**config.mk**
```make
export PLATFORM = sky130hd
export DESIGN_NAME = axi_outstanding_tracker
export DESIGN_NICKNAME = d
export VERILOG_FILES = /design/src/rtl/std_cache_pkg.sv /design/src/rtl/axi_tracker_class_cnt.sv /design/src/rtl/axi_outstanding_tracker.sv
export SDC_FILE = /design/constraint.sdc
export NUM_CORES = 1
export LEC_CHECK = 0
export CORE_AREA = 2 2 213 215
export CTS_CLUSTER_DIAMETER = 50
export DETAILED_ROUTE_END_ITERATION = 16
export DIE_AREA = 0 0 215 217
export GPL_ROUTABILITY_DRIVEN = 0
export PLACE_DENSITY_LB_ADDON = 0.3
export RECOVER_POWER = 25
export SLEW_MARGIN = 20
export SYNTH_ARGS = -nofsm -noshare
export SYNTH_HDL_FRONTEND = slang
export SYNTH_SLANG_ARGS = --single-unit
```
**constraint.sdc**
```tcl
create_clock -name clk_i -period 3.05 [get_ports clk_i]
set_input_delay 0.915 -clock clk_i [delete_from_list [all_inputs] [get_ports clk_i]]
set_output_delay 0.915 -clock clk_i [all_outputs]
set_load 0.05 [all_outputs]
```
**src/rtl/std_cache_pkg.sv**
```systemverilog
// -----------------------------------------------------------------------------
// std_cache_pkg
// Shared types for the cache subsystem memory port and the outstanding
// transaction tracker:
//   - CntWidth / NumCls / WPendWidth : tracker counter geometry
//   - cls_e / cls_decode()           : source class taken from ID bits [3:2]
//   - trk_state_e                    : tracker quiesce FSM states
//   - cache_axi_req_t / _rsp_t       : AXI (with ACE snoop channels) port types
// -----------------------------------------------------------------------------
package std_cache_pkg;

  localparam int unsigned CntWidth   = 4;
  localparam int unsigned NumCls     = 3;
  // Holds up to NumCls * 15 AW beats that are still waiting for their W data.
  localparam int unsigned WPendWidth = 6;

  typedef enum logic [1:0] {
    CLS_DCACHE = 2'd0,
    CLS_BYPASS = 2'd1,
    CLS_ICACHE = 2'd2
  } cls_e;

  typedef enum logic [1:0] {
    ST_RUN     = 2'd0,
    ST_DRAIN   = 2'd1,
    ST_DRAINED = 2'd2
  } trk_state_e;

  // Both 2'b00 and 2'b01 belong to the instruction cache.
  function automatic cls_e cls_decode(input logic [1:0] id_cls);
    cls_e cls;
    case (id_cls)
      2'b11:   cls = CLS_DCACHE;
      2'b10:   cls = CLS_BYPASS;
      default: cls = CLS_ICACHE;
    endcase
    return cls;
  endfunction

  typedef struct packed {
    logic [3:0]  id;
    logic [31:0] addr;
    logic [7:0]  len;
  } ax_chan_t;

  typedef struct packed {
    logic [31:0] data;
    logic [3:0]  strb;
    logic        last;
  } w_chan_t;

  typedef struct packed {
    logic [3:0]  id;
    logic [31:0] data;
    logic [1:0]  resp;
    logic        last;
  } r_chan_t;

  typedef struct packed {
    logic [3:0] id;
    logic [1:0] resp;
  } b_chan_t;

  typedef struct packed {
    logic [31:0] addr;
    logic [3:0]  snoop;
  } ac_chan_t;

  typedef struct packed {
    logic [31:0] data;
    logic        last;
  } cd_chan_t;

  typedef struct packed {
    ax_chan_t   aw;
    logic       aw_valid;
    w_chan_t    w;
    logic       w_valid;
    logic       b_ready;
    ax_chan_t   ar;
    logic       ar_valid;
    logic       r_ready;
    logic       ac_ready;
    logic       cr_valid;
    logic [4:0] cr_resp;
    logic       cd_valid;
    cd_chan_t   cd;
  } cache_axi_req_t;

  typedef struct packed {
    logic     aw_ready;
    logic     ar_ready;
    logic     w_ready;
    logic     b_valid;
    b_chan_t  b;
    logic     r_valid;
    r_chan_t  r;
    logic     ac_valid;
    ac_chan_t ac;
    logic     cr_ready;
    logic     cd_ready;
  } cache_axi_rsp_t;

endpackage

```
**src/rtl/axi_tracker_class_cnt.sv**
```systemverilog
// -----------------------------------------------------------------------------
// axi_tracker_class_cnt
// Up/down counter of outstanding transactions for one class and one direction.
// Saturates at all-ones and never wraps below zero.
//   clk_i, rst_i  : clock, synchronous active-high reset
//   inc_i, dec_i  : transaction issued / completed this cycle
//   cnt_o         : registered count
//   at_max_o      : count equals MaxOutstanding
//   underflow_o   : completion seen while nothing is outstanding (this cycle)
// -----------------------------------------------------------------------------
module axi_tracker_class_cnt
  import std_cache_pkg::*;
#(
  parameter int unsigned MaxOutstanding = 4
) (
  input  logic                clk_i,
  input  logic                rst_i,
  input  logic                inc_i,
  input  logic                dec_i,
  output logic [CntWidth-1:0] cnt_o,
  output logic                at_max_o,
  output logic                underflow_o
);

  localparam logic [CntWidth-1:0] MaxCnt  = CntWidth'(MaxOutstanding);
  localparam logic [CntWidth-1:0] SatCnt  = {CntWidth{1'b1}};
  localparam logic [CntWidth-1:0] ZeroCnt = {CntWidth{1'b0}};

  logic [CntWidth-1:0] r_cnt;

  // Count update; a simultaneous increment and decrement cancel out.
  always_ff @(posedge clk_i) begin
    if (rst_i) begin
      r_cnt <= ZeroCnt;
    end else begin
      case ({inc_i, dec_i})
        2'b10: begin
          if (r_cnt != SatCnt) r_cnt <= r_cnt + CntWidth'(1'b1);
          else                 r_cnt <= r_cnt;
        end
        2'b01: begin
          if (r_cnt != ZeroCnt) r_cnt <= r_cnt - CntWidth'(1'b1);
          else                  r_cnt <= r_cnt;
        end
        default: r_cnt <= r_cnt;
      endcase
    end
  end

  assign cnt_o       = r_cnt;
  assign at_max_o    = (r_cnt == MaxCnt);
  assign underflow_o = dec_i & ~inc_i & (r_cnt == ZeroCnt);

endmodule

```
**src/rtl/axi_outstanding_tracker.sv**
```systemverilog
// -----------------------------------------------------------------------------
// axi_outstanding_tracker
// Sits between the cache subsystem memory port and the interconnect. Counts
// outstanding reads and writes per source class (dcache / bypass / icache),
// throttles AR and AW when a class hits its limit, and can quiesce the port.
// Every channel passes through combinationally; only ar/aw valid/ready are
// gated.
//   clk_i, rst_i : clock, synchronous active-high reset
//   slv_req_i    : request from the cache subsystem
//   slv_resp_o   : response to the cache subsystem
//   mst_req_o    : request to the interconnect
//   mst_resp_i   : response from the interconnect
//   drain_i      : level request to stop issuing and wait for idle
//   drained_o    : port idle and no new AR/AW accepted
//   rd_cnt_o     : outstanding reads  [0] dcache, [1] bypass, [2] icache
//   wr_cnt_o     : outstanding writes, same indexing
//   err_o        : sticky error (counter / W-pending underflow, watchdog)
// Optional build macro: AXI_TRACKER_WATCHDOG_EN adds a no-progress watchdog
// that raises err_o after TimeoutCycles cycles without R-last or B.
// -----------------------------------------------------------------------------
module axi_outstanding_tracker
  import std_cache_pkg::*;
#(
  parameter int unsigned AxiIdWidth     = 4,
  parameter int unsigned MaxOutstanding = 4,
  parameter int unsigned TimeoutCycles  = 1024,
  parameter type         axi_req_t      = cache_axi_req_t,
  parameter type         axi_rsp_t      = cache_axi_rsp_t
) (
  input  logic                            clk_i,
  input  logic                            rst_i,
  input  axi_req_t                        slv_req_i,
  output axi_rsp_t                        slv_resp_o,
  output axi_req_t                        mst_req_o,
  input  axi_rsp_t                        mst_resp_i,
  input  logic                            drain_i,
  output logic                            drained_o,
  output logic [NumCls-1:0][CntWidth-1:0] rd_cnt_o,
  output logic [NumCls-1:0][CntWidth-1:0] wr_cnt_o,
  output logic                            err_o
);

  trk_state_e            r_state;
  logic                  r_drained;
  logic                  r_err;
  logic                  r_ar_hold;
  logic                  r_aw_hold;
  logic [WPendWidth-1:0] r_wpend;

  cls_e              w_ar_cls, w_aw_cls, w_r_cls, w_b_cls;
  logic [NumCls-1:0] w_rd_inc, w_rd_dec, w_rd_at_max, w_rd_uf;
  logic [NumCls-1:0] w_wr_inc, w_wr_dec, w_wr_at_max, w_wr_uf;
  logic              w_ar_block, w_aw_block;
  logic              w_mst_ar_valid, w_mst_aw_valid;
  logic              w_ar_hs, w_aw_hs, w_r_last_hs, w_b_hs, w_w_last_hs;
  logic              w_wp_uf, w_all_zero, w_idle, w_wd_hit;

  // The class bits are the top two bits of the ID ([3:2] for a 4-bit ID).
  assign w_ar_cls = cls_decode(slv_req_i.ar.id[AxiIdWidth-1 -: 2]);
  assign w_aw_cls = cls_decode(slv_req_i.aw.id[AxiIdWidth-1 -: 2]);
  assign w_r_cls  = cls_decode(mst_resp_i.r.id[AxiIdWidth-1 -: 2]);
  assign w_b_cls  = cls_decode(mst_resp_i.b.id[AxiIdWidth-1 -: 2]);

  // A hold flop overrides the block so a presented valid is never withdrawn.
  assign w_ar_block = ~r_ar_hold & (w_rd_at_max[w_ar_cls] | (r_state != ST_RUN));
  assign w_aw_block = ~r_aw_hold & (w_wr_at_max[w_aw_cls] | (r_state != ST_RUN));

  assign w_mst_ar_valid = slv_req_i.ar_valid & ~w_ar_block;
  assign w_mst_aw_valid = slv_req_i.aw_valid & ~w_aw_block;

  assign w_ar_hs     = w_mst_ar_valid & mst_resp_i.ar_ready;
  assign w_aw_hs     = w_mst_aw_valid & mst_resp_i.aw_ready;
  assign w_r_last_hs = mst_resp_i.r_valid & slv_req_i.r_ready & mst_resp_i.r.last;
  assign w_b_hs      = mst_resp_i.b_valid & slv_req_i.b_ready;
  assign w_w_last_hs = slv_req_i.w_valid & mst_resp_i.w_ready & slv_req_i.w.last;

  // Pass-through with only the AR/AW handshake gated.
  always_comb begin
    mst_req_o           = slv_req_i;
    mst_req_o.ar_valid  = w_mst_ar_valid;
    mst_req_o.aw_valid  = w_mst_aw_valid;
    slv_resp_o          = mst_resp_i;
    slv_resp_o.ar_ready = mst_resp_i.ar_ready & ~w_ar_block;
    slv_resp_o.aw_ready = mst_resp_i.aw_ready & ~w_aw_block;
  end

  for (genvar g = 0; g < NumCls; g++) begin : g_cls
    assign w_rd_inc[g] = w_ar_hs     & (w_ar_cls == cls_e'(g));
    assign w_rd_dec[g] = w_r_last_hs & (w_r_cls  == cls_e'(g));
    assign w_wr_inc[g] = w_aw_hs     & (w_aw_cls == cls_e'(g));
    assign w_wr_dec[g] = w_b_hs      & (w_b_cls  == cls_e'(g));

    axi_tracker_class_cnt #(
      .MaxOutstanding(MaxOutstanding)
    ) u_rd_cnt (
      .clk_i      (clk_i),
      .rst_i      (rst_i),
      .inc_i      (w_rd_inc[g]),
      .dec_i      (w_rd_dec[g]),
      .cnt_o      (rd_cnt_o[g]),
      .at_max_o   (w_rd_at_max[g]),
      .underflow_o(w_rd_uf[g])
    );

    axi_tracker_class_cnt #(
      .MaxOutstanding(MaxOutstanding)
    ) u_wr_cnt (
      .clk_i      (clk_i),
      .rst_i      (rst_i),
      .inc_i      (w_wr_inc[g]),
      .dec_i      (w_wr_dec[g]),
      .cnt_o      (wr_cnt_o[g]),
      .at_max_o   (w_wr_at_max[g]),
      .underflow_o(w_wr_uf[g])
    );
  end

  // Hold flops: set while a valid sits downstream without ready.
  always_ff @(posedge clk_i) begin
    if (rst_i) begin
      r_ar_hold <= 1'b0;
      r_aw_hold <= 1'b0;
    end else begin
      r_ar_hold <= w_mst_ar_valid & ~mst_resp_i.ar_ready;
      r_aw_hold <= w_mst_aw_valid & ~mst_resp_i.aw_ready;
    end
  end

  assign w_wp_uf = w_w_last_hs & ~w_aw_hs & (r_wpend == {WPendWidth{1'b0}});

  // AW beats still waiting for their final W beat.
  always_ff @(posedge clk_i) begin
    if (rst_i) begin
      r_wpend <= {WPendWidth{1'b0}};
    end else begin
      case ({w_aw_hs, w_w_last_hs})
        2'b10: r_wpend <= r_wpend + WPendWidth'(1'b1);
        2'b01: begin
          if (r_wpend != {WPendWidth{1'b0}}) r_wpend <= r_wpend - WPendWidth'(1'b1);
          else                               r_wpend <= r_wpend;
        end
        default: r_wpend <= r_wpend;
      endcase
    end
  end

  assign w_all_zero = ~|{rd_cnt_o, wr_cnt_o};
  assign w_idle     = w_all_zero & ~r_ar_hold & ~r_aw_hold &
                      (r_wpend == {WPendWidth{1'b0}});

`ifdef AXI_TRACKER_WATCHDOG_EN
  localparam int unsigned WdWidth = $clog2(TimeoutCycles + 1);

  logic [WdWidth-1:0] r_wd_cnt;

  // No-progress counter: restarts on any completion or when nothing is open.
  always_ff @(posedge clk_i) begin
    if (rst_i) begin
      r_wd_cnt <= {WdWidth{1'b0}};
    end else if (w_r_last_hs | w_b_hs | w_all_zero) begin
      r_wd_cnt <= {WdWidth{1'b0}};
    end else if (r_wd_cnt != WdWidth'(TimeoutCycles)) begin
      r_wd_cnt <= r_wd_cnt + WdWidth'(1'b1);
    end else begin
      r_wd_cnt <= r_wd_cnt;
    end
  end

  assign w_wd_hit = (r_wd_cnt == WdWidth'(TimeoutCycles));
`else
  assign w_wd_hit = 1'b0;
`endif

  // Sticky error flag, cleared only by reset.
  always_ff @(posedge clk_i) begin
    if (rst_i) begin
      r_err <= 1'b0;
    end else if ((|w_rd_uf) | (|w_wr_uf) | w_wp_uf | w_wd_hit) begin
      r_err <= 1'b1;
    end else begin
      r_err <= r_err;
    end
  end

  // Quiesce FSM with registered drained flag.
  always_ff @(posedge clk_i) begin
    if (rst_i) begin
      r_state   <= ST_RUN;
      r_drained <= 1'b0;
    end else begin
      case (r_state)
        ST_RUN: begin
          r_drained <= 1'b0;
          if (drain_i) r_state <= ST_DRAIN;
          else         r_state <= ST_RUN;
        end
        ST_DRAIN: begin
          if (!drain_i) begin
            r_state   <= ST_RUN;
            r_drained <= 1'b0;
          end else if (w_idle) begin
            r_state   <= ST_DRAINED;
            r_drained <= 1'b1;
          end else begin
            r_state   <= ST_DRAIN;
            r_drained <= 1'b0;
          end
        end
        ST_DRAINED: begin
          if (!drain_i) begin
            r_state   <= ST_RUN;
            r_drained <= 1'b0;
          end else begin
            r_state   <= ST_DRAINED;
            r_drained <= 1'b1;
          end
        end
        default: begin
          r_state   <= ST_RUN;
          r_drained <= 1'b0;
        end
      endcase
    end
  end

  assign drained_o = r_drained;
  assign err_o     = r_err;

endmodule

```
# Yosys cells after proc, flatten, opt, wreduce, memory -nomap -nowiden

Index checks and enable logic that the tools add are counted.

Flip-flop bits (word level): 36
Input bits: 263
Output and inout bits: 286
Logic and storage cells: 221

Add/sub/neg operators: 14
Magnitude comparators: 2
Eq/ne operators: 57
Muxes and demuxes: 37
Bitwise gates (word level): 61
Reductions and logical operators: 38

Operators with widths:

| kind                | count |
|---|---|
| $mux 4              | 12 |
| $pmux 4 s2          | 6 |
| $and 1x1->1         | 44 |
| $eq 2x2->1 const B  | 20 |
| $add 4x1->4 const B | 6 |
| $eq 2x1->1 const B  | 12 |
| $eq 4x3->1 const B  | 6 |
| $logic_not 4->1     | 6 |
| $ne 2x1->1 const B  | 12 |
| $ne 4x4->1 const B  | 6 |
| $reduce_bool 4->1   | 6 |
| $reduce_or 24->1    | 1 |
| $sub 4x1->4 const B | 6 |
| $reduce_and 3->1    | 6 |
| $pmux 2 s2          | 4 |
| $reduce_bool 2->1   | 8 |
| $not 1->1           | 13 |
| $pmux 6 s2          | 1 |
| $logic_not 2->1     | 5 |
| $add 6x1->6 const B | 1 |
| $logic_not 6->1     | 1 |
| $lt 2x3->1 const B  | 2 |
| $mux 1              | 6 |
| $mux 2              | 3 |
| 11 further kinds    | 16 |

# Longest topological paths before layout

Gate-level depths: netlist of run 1.

Word-level depth: 16
Depth in mapped cells: 15
Mapped depth without buffers: 14

# Cells and area by module

Synthesis of run 1 repeated with hierarchy kept, for this count alone.

Cells, all modules: 612
Area total of the unflattened synthesis: 4873.4 um2

By module, submodules not included:

| module                  | instances | cells an instance | area each (um2) | seq. area each (um2) |
|---|---|---|---|---|
| axi_outstanding_tracker | 1         | 378               | 2891.5          | 240.2 |
| axi_tracker_class_cnt   | 6         | 39                | 330.3           | 80.1 |

# Worst setup path after synthesis of run 1

Ideal clock, no wire load.

Path type: reg-to-reg
Start point: register g_cls[0].u_wr_cnt.r_cnt[2]
End point: register g_cls[1].u_wr_cnt.r_cnt[3]
Setup time: 0.116 ns
Arrival: 3.270 ns
Required time: 2.934 ns
Slack: -0.337 ns
Cell stages (with the launch flop): 12
Buffers on the path: 1
Clock period less this slack: 3.387 ns
Cells stage by stage: dfxtp_1 > or4b_4 > a22o_1 > a21oi_1 > buf_2 > or3_1 > inv_1 > ha_1 > and4_1 > a221oi_1 > a21oi_1 > a31o_2

Cells in the longest elaborated chain, start to end: 12
Elaborated cells between the ends (all ways): 16
Classes of those cells: eq/ne: 5; mux: 3; bitwise: 6; reduce/logical: 2

RTL lines:

| element                                                          | line                          | RTL |
|---|---|---|
| start: declaration                                               | axi_tracker_class_cnt.sv:29   | `logic [CntWidth-1:0] r_cnt;` |
| start signal: assignment                                         | axi_tracker_class_cnt.sv:34   | `r_cnt <= ZeroCnt;` |
| start signal: assignment                                         | axi_tracker_class_cnt.sv:38   | `if (r_cnt != SatCnt) r_cnt <= r_cnt + CntWidth'(1'b1);` |
| start signal: assignment                                         | axi_tracker_class_cnt.sv:39   | `else r_cnt <= r_cnt;` |
| $eq 4x3->1 *                                                     | axi_tracker_class_cnt.sv:51   | `assign at_max_o = (r_cnt == MaxCnt);` |
| $bmux 1 s2 *                                                     | axi_outstanding_tracker.sv:66 | `assign w_aw_block = ~r_aw_hold & (w_wr_at_max[w_aw_cls] \| (r_state != ST_RUN));` |
| $mux 1 (not written as such) *                                   | axi_outstanding_tracker.sv:66 |  |
| $or 1x1->1 *                                                     | axi_outstanding_tracker.sv:66 |  |
| $and 1x1->1 *                                                    | axi_outstanding_tracker.sv:66 |  |
| $not 1->1 *                                                      | axi_outstanding_tracker.sv:69 | `assign w_mst_aw_valid = slv_req_i.aw_valid & ~w_aw_block;` |
| $and 1x1->1 *                                                    | axi_outstanding_tracker.sv:69 |  |
| $and 1x1->1 *                                                    | axi_outstanding_tracker.sv:72 | `assign w_aw_hs = w_mst_aw_valid & mst_resp_i.aw_ready;` |
| $and 1x1->1 *                                                    | axi_outstanding_tracker.sv:90 | `assign w_wr_inc[g] = w_aw_hs & (w_aw_cls == cls_e'(g));` |
| $eq 2x1->1 / $eq 2x2->1 (equally long branches)                  | axi_tracker_class_cnt.sv:36   | `case ({inc_i, dec_i})` |
| $ne 2x1->1 (no line) / $reduce_bool 2->1 (equally long branches) | --                            |  |
| $reduce_and 3->1 (no line)                                       | --                            |  |
| end signal: assignment                                           | axi_tracker_class_cnt.sv:34   |  |
| end signal: assignment                                           | axi_tracker_class_cnt.sv:38   |  |
| end signal: assignment                                           | axi_tracker_class_cnt.sv:39   |  |
| end: declaration                                                 | axi_tracker_class_cnt.sv:29   |  |

Mark *: on every way between the ends. The rest lies on a longest branch, timed or not. The select of a mux whose other input is x is not followed.
A chain may end at the register's enable or synchronous reset.

==> run summary, run 1 <==
required time of the critical path: 2.13 ns
Final Max Slew Viols: 0
post-synthesis instance total: 615
Overall Global Routing Usage: 6.548%
number of synthesized flops with an enable pin: 0
ratio of cells with drive above 1 in the final layout: 34.92%
leakage component of the power: 2.067 nW
total clock buffers created by CTS: 5
n_diodes: 0
clock skew after layout: 0.007059 ns
deepest clock path buffer count: 2
Pwr Total: 1.630 mW
worst rel slew slack: 58.83%
largest net degree at the start of global routing: 22
Synthesized Nets: 908
Top FF cell, synth: sky130_fd_sc_hd__dfxtp_1
fin nets: 797
Synth cell types: 54
clock insertion delay at the later pin of the skew report: 0.30 ns
clock transition at the registers of the reported paths: 0.06 ns
total core area: 44700 um^2
cells taking the most area after synthesis: sky130_fd_sc_hd__buf_4 40%, sky130_fd_sc_hd__dfxtp_1 15%, sky130_fd_sc_hd__ha_1 7.6%
antenna violations before repair: 0
total routed wirelength: 15890 um
launching element type of the critical path: register
quantity of I/O buffers inserted on ports: 68
final critical-path share of the clock period: 95.89%
class of the tightest hold or removal check: reg -> reg
critical path, cell by cell: or4b_4 > a222oi_1 > o21bai_1 > and2_4 > buf_12
Antenna Nets Post-Route: 0
result of the run: finished clean
synthesized area per cell: 7.808 um^2
CP arrival: 2.01 ns
sequential-to-total area share from yosys stat: 15.01%
number of vias per cell after detailed routing: 3.109
DRT iter0 DRCs: 143
crit path capture type: primary output
number of global-route vias before repair: 3459
Row Count: 78
final-layout setup total negative slack: 0 ns
Placement Setup Slack: -0.6625 ns
minimum period implied by the final worst setup slack: 2.925 ns
residual overflow from global routing: 0
vertical die dimension: 217 um
IO Count: 549
remaining design rule violation count: 0
Die Span X: 215 um
number of sinks handled by clock tree synthesis: 36
average wire per cell in the routed design: 14.39 um
highest fanout seen on the critical path: 2
total power divided by cell area: 302.5 nW/um^2
Critical-path top delay cell: sky130_fd_sc_hd__or4b_4
CTS HTree Levels: 2
post-synthesis register bit count: 36
Worst Slack Setup Final: 0.1254 ns
dominant cell by count in the synthesized netlist: sky130_fd_sc_hd__buf_4
async set-or-reset flop fraction in the synthesized netlist: 0%
initial standard-cell utilization of the core: 10.74%
area growth from synthesis to layout: 12.22%
detailed placement HPWL: 13150 um
library cell occupying the most area in the post-synthesis netlist: sky130_fd_sc_hd__buf_4
WP buf/inv: 1
clock tree root driver cell: sky130_fd_sc_hd__clkbuf_16
most frequent cells after synthesis: 258 x sky130_fd_sc_hd__buf_4, 40 x sky130_fd_sc_hd__nor2_1, 36 x sky130_fd_sc_hd__dfxtp_1, 29 x sky130_fd_sc_hd__ha_1, 22 x sky130_fd_sc_hd__inv_1
number of maximum-capacitance violations: 0
upper clock frequency limit: 341.9 MHz
number of hold-repair buffers added at the cts stage: 0
top-area cell type share of the netlist area: 40.33%
actual slew at the worst max-slew pin: 0.6156 ns
full die area: 46660 um^2
TritonCTS clock tree: built
cell class contributing the biggest share of worst-path delay: simple AND/OR/NAND/NOR gates
mapped cell area: 4802 um^2
first-pass GRT wire length: 22540 um
highest cell delay on the worst timing path: 0.57 ns
Yosys warnings: 0
maximum resistive drop on vdd: 0.1721 mV
total count of hold-check failures in the final report: 0
number of setup violations in the final report: 0
vias post-DR: 3432
drt pass-1 iters: 4
Setup Crit Path Kind: reg -> out
[final timing paths]
check / cells after the start / to / slack, ns / startpoint
max: 5 / mst_req_o[126] / 0.13 / g_cls[1].u_wr_cnt.cnt_o[0]$_SDFFE_PP0P_
min: 2 / g_cls[1].u_rd_cnt.cnt_o[1]$_SDFFE_PP0P_ / 0.53 / g_cls[1].u_rd_cnt.cnt_o[1]$_SDFFE_PP0P_
max reg2reg: 11 / g_cls[2].u_wr_cnt.cnt_o[3]$_SDFFE_PP0P_ / 0.21 / g_cls[1].u_wr_cnt.cnt_o[0]$_SDFFE_PP0P_
min reg2reg: 2 / g_cls[1].u_rd_cnt.cnt_o[1]$_SDFFE_PP0P_ / 0.53 / g_cls[1].u_rd_cnt.cnt_o[1]$_SDFFE_PP0P_
[what timing repair did]
item | in CTS | in global routing
resized for setup | 23 | 21
buffers inserted | 0 | 3
pin swaps | 5 | 13
cloned | 0 | 0
setup endpoints to repair | 30 | 22
[cells by family after synthesis]
family / synth area share (%)
fa+ha+maj: 7.973
simple gates: 19.33
flops: 15.01
compound gates: 8.573
mux: 1.042
xor+xnor: 4.742
buf+inv: 43.33
[registers in the layout, summed over array words and instances, names as in the netlist]
register,count
r_ar_hold,1
g_cls.u_wr_cnt.cnt_o,12
r_aw_hold,1
g_cls.u_rd_cnt.cnt_o,12
drained_o,1
err_o,1
r_state,2
r_wpend,6
[layout by cell type, fill, tap and decap left out, types with 6 or more instances in the layout]
cell                              netlist  layout
sky130_fd_sc_hd__a21oi_1               20      15
sky130_fd_sc_hd__a31oi_1                6       6
sky130_fd_sc_hd__and3_1                 9       8
sky130_fd_sc_hd__buf_12                 0      20
sky130_fd_sc_hd__buf_4                258      84
sky130_fd_sc_hd__clkdlybuf4s50_1        0      41
sky130_fd_sc_hd__dfxtp_1               36      24
sky130_fd_sc_hd__dfxtp_2                0      12
sky130_fd_sc_hd__ha_1                  29      20
sky130_fd_sc_hd__inv_1                 22      22
sky130_fd_sc_hd__nand2_1               19      19
sky130_fd_sc_hd__nand2b_1               9       9
sky130_fd_sc_hd__nand3_1               11       9
sky130_fd_sc_hd__nand3b_1               7       7
sky130_fd_sc_hd__nand4_1                6       6
sky130_fd_sc_hd__nor2_1                40      40
sky130_fd_sc_hd__nor3_1                11      10
sky130_fd_sc_hd__nor3b_1                6       6
sky130_fd_sc_hd__nor4_1                 7       7
sky130_fd_sc_hd__o21ai_0               11      10
sky130_fd_sc_hd__xnor2_1               11      10
sky130_fd_sc_hd__xor2_1                15      15
[metrics by stage]
stage,util (%),std cells,instance area [um^2],hold slack (ns)
2_1_floorplan,-,615,4898,0.5177
3_3_place_gp,11.49,1094,5135,0.5236
3_5_place_dp,11.49,1094,5135,0.5190
4_1_cts,11.91,1101,5323,0.5344
5_1_grt,12.06,1104,5389,0.5782
6_report,12.06,1104,5389,0.5320
[area by class of cell]
| class | instances | area [um^2] |
|---|---|---|
| tap | 600 | 750.7 |
| clock buffer | 7 | 152.6 |
| timing repair buffer | 152 | 1488 |
| sequential | 36 | 735.7 |
| multi-input combinational | 287 | 2180 |
| fill | 5182 | 39310 |
| inverter | 22 | 82.58 |
[layer usage]
layer / up-vias / routed length, um / global-route usage, %
li1: 1586 / - / -
met1: 1522 / 5035 / 5.617
met2: 204 / 7345 / 10.47
met3: 120 / 2243 / 4.109
met4: 0 / 1267 / 6.161
met5: - / 0 / 0
[worst register-to-register path: cells and delay by family (launching register included)]
kind            cells  cell delay, ns
simple gates        4            1.17
compound gates      4            0.71
flops               1            0.32
fa+ha+maj           1            0.22
buf+inv             1            0.17
xor+xnor            1            0.15
[power by group]
part / leakage, nW / internal, mW / switching, mW
logic: 1.69 / 0.253 / 0.296
registers: 0.298 / 0.491 / 0.0236
clock network: 0.0760 / 0.344 / 0.223
Note: power is estimated with default switching activity, not from simulation.
==> run 2: changes to the inputs <==
- CAP_MARGIN: default -> 20
==> results of run 2 <==
No change in the layout: final DEF, timing and power equal those of run 1.
==> run 3: changes to the inputs <==
- CAP_MARGIN: 20 -> default
- REMOVE_ABC_BUFFERS: default -> 1
==> run 3 against run 2 <==
  * The run now ends with setup timing left
  * Non-clock buffer count is 6 higher
  * First-iteration DRC count increased by 140%
  * Global-route usage increased by 26 points
  * Count of clock-buffer cells in the layout shrank 2
  * Critical path depth grew 1
  * Core utilization about the same
  * Register-to-register slack worse by 0.11 ns
  * Die area unchanged
  * Via count up 28%
  * Critical path type unchanged
  * Largest cell class unchanged
  * Largest power group unchanged
  * Highest routed layer is now met5
==> run summary, run 3 (same netlist as run 1, synthesis figures left out) <==
Cell Area, Placed: 5066 um^2 (-1.3%)
total core area: 44700 um^2 (unchanged)
largest net degree at the start of global routing: 20 (-9.1%)
Antenna Nets Post-Route: 0 (unchanged)
average wire per cell in the routed design: 70.38 um (+390%)
worst rel slew slack: 29.59% (-29 points)
vias post-DR: 4384 (+28%)
setup repair after global routing missed its margin: true
total routed wirelength: 78190 um (+390%)
Worst Slack Setup Final: -0.1282 ns (-0.2536 ns)
class of the tightest hold or removal check: reg -> reg
upper clock frequency limit: 314.6 MHz (-8.0%)
highest cell delay on the worst timing path: 0.48 ns (-0.09 ns)
crit path capture type: primary output
met1 wire length: 9528 um (+89%)
number of global-route vias before repair: 3700 (+7.0%)
number of vias per cell after detailed routing: 3.946 (+27%)
remaining design rule violation count: 0 (unchanged)
leakage component of the power: 2.113 nW (+2.2%)
final critical-path share of the clock period: 104.2% (+8.3 points)
result of the run: complete, but fails checks
total clock buffers created by CTS: 5 (unchanged)
n_diodes: 0 (unchanged)
area growth from synthesis to layout: 12.66%
post-route standard cell area excluding fillers: 5410 um^2 (+0.39%)
deepest clock path buffer count: 2 (unchanged)
TritonCTS clock tree: built
Pwr Total: 1.718 mW (+5.4%)
DRT iter0 DRCs: 340 (+140%)
vertical die dimension: 217 um (unchanged)
number of setup violations in the final report: 2 (+2)
Overall Global Routing Usage: 32.56% (+26 points)
met2 layer wire length in the routed design: 37170 um (+410%)
WL met3: 23130 um (+930%)
maximum resistive drop on vdd: 0.1659 mV (-3.6%)
critical path, cell by cell: or4b_1 > a222oi_1 > buf_4 > o21bai_4 > and2_4 > buf_12
Die Span X: 215 um (unchanged)
ratio of cells with drive above 1 in the final layout: 33.46% (-1.5 points)
total count of hold-check failures in the final report: 0 (unchanged)
count of cells along the worst hold path: 2 (unchanged)
residual overflow from global routing: 0 (unchanged)
minimum period implied by the final worst setup slack: 3.178 ns (+0.2536 ns)
highest fanout seen on the critical path: 4 (+2)
Final Max Slew Viols: 0 (unchanged)
failing checks: setup timing
first-pass GRT wire length: 86820 um (+290%)
final-layout setup total negative slack: -0.2515 ns (-0.2515 ns)
CTS HTree Levels: 2 (unchanged)
cell class contributing the biggest share of worst-path delay: simple AND/OR/NAND/NOR gates
launching element type of the critical path: register
top routing layer used: met5
CP arrival: 2.26 ns (+0.25 ns)
number of hold-repair buffers added at the cts stage: 0 (unchanged)
most used cells in the layout excluding fill and tap cells: 92 x sky130_fd_sc_hd__buf_4, 40 x sky130_fd_sc_hd__nor2_1, 39 x sky130_fd_sc_hd__clkdlybuf4s50_1
antenna violations before repair: 1 (+1)
IO Count: 549 (unchanged)
quantity of I/O buffers inserted on ports: 68 (unchanged)
clock transition at the registers of the reported paths: 0.06 ns (about the same)
initial standard-cell utilization of the core: 10.74% (unchanged)
WP buf/inv: 2 (+1)
number of maximum-capacitance violations: 0 (unchanged)
drt pass-1 iters: 4 (unchanged)
number of cell instances on the worst register-to-register path: 11 (unchanged)
FILL cells: 5222 (+0.77%)
Setup Crit Path Kind: reg -> out
actual slew at the worst max-slew pin: 1.056 ns (+0.4405 ns)
clock tree root driver cell: sky130_fd_sc_hd__clkbuf_16
depth of the critical timing path with buffers and inverters included: 6 (+1)
leading cell type in the layout, fill and taps excluded: sky130_fd_sc_hd__buf_4
Critical-path top delay cell: sky130_fd_sc_hd__or4b_1
required time of the critical path: 2.13 ns (about the same)
number of sinks handled by clock tree synthesis: 36 (unchanged)
fin nets: 803 (+0.75%)
Row Count: 78 (unchanged)
full die area: 46660 um^2 (unchanged)
clock skew after layout: 0.005455 ns (-0.001604 ns)
clock insertion delay at the later pin of the skew report: 0.30 ns (about the same)
total power divided by cell area: 317.6 nW/um^2 (+5.0%)
detailed placement HPWL: 75230 um (+470%)
run 3: changes by cell type in the layout (fill, tap and decap cells not counted), sizes merged:
| cell | before | now |
|---|---|---|
| clkinvlp | 0 | 1 |
| clkdlybuf4s15 | 1 | 2 |
| clkinv | 0 | 1 |
| clkdlybuf4s50 | 41 | 39 |
| clkbuf | 11 | 8 |
| bufinv | 0 | 1 |
| buf | 106 | 114 |
run 3: metal layers:
layer | GRT usage [%] | vias up
li1 | - | 1588
met1 | 10.50 | 1904
met2 | 56.45 | 727
met3 | 45.94 | 155
met4 | 25.03 | 10
met5 | 6.979 | -
run 3: layout make-up:
class | count | area [um^2] | share of cell area [%]
inverters | 22 | 82.58 | 1.526
flip-flops and latches | 36 | 725.7 | 13.41
clock inverters | 3 | 42.54 | 0.7863
multi-input cells | 287 | 2145 | 39.64
clock buffers | 5 | 125.1 | 2.313
well taps | 600 | 750.7 | 13.88
repair buffers | 158 | 1539 | 28.45
run 3: where the power goes:
part           leakage, nW  internal (mW)  switching, mW
sequential           0.294          0.490         0.0201
clock               0.0798          0.385          0.247
combinational         1.74          0.259          0.317
total                 2.11           1.13          0.585
run 3: stage by stage:
| step | hold slack, ns | utilization [%] | worst slack [ns] | std cells |
|---|---|---|---|---|
| CTS | 0.5940 | 11.93 | -0.08488 | 1108 |
| global placement | 0.5650 | 11.33 | -0.7396 | 1098 |
| detailed placement | 0.5891 | 11.33 | -0.6890 | 1098 |
| finish | 0.5983 | 12.10 | -0.1282 | 1111 |
| floorplan | 0.5177 | - | -0.4646 | 345 |
| global route | 0.6523 | 12.10 | -0.1559 | 1111 |
run 3: final timing paths:
| kind | startpoint | slack [ns] | end |
|---|---|---|---|
| setup / recovery | g_cls[2].u_wr_cnt.cnt_o[2]$_SDFFE_PP0P_ | -0.13 | slv_resp_o[88] |
| hold / removal | g_cls[1].u_rd_cnt.cnt_o[3]$_SDFFE_PP0P_ | 0.60 | g_cls[1].u_rd_cnt.cnt_o[3]$_SDFFE_PP0P_ |
| setup reg to reg | g_cls[1].u_wr_cnt.cnt_o[3]$_SDFFE_PP0P_ | 0.10 | r_wpend[4]$_SDFFE_PP0P_ |
| hold reg to reg | g_cls[1].u_rd_cnt.cnt_o[3]$_SDFFE_PP0P_ | 0.60 | g_cls[1].u_rd_cnt.cnt_o[3]$_SDFFE_PP0P_ |
run 3: repair_timing:
item	in CTS	in global routing
gates cloned	0	0
gates resized for setup	45	18
buffers inserted	2	3
setup endpoints to repair	30	14
pin swaps	10	4
run 3: tightest hold or removal path: cells and delay by family, from the launching register on:
family | cells | cell delay [ns]
XOR/XNOR | 1 | 0.09
flip-flops | 1 | 0.40
AND/OR/NAND/NOR | 1 | 0.08
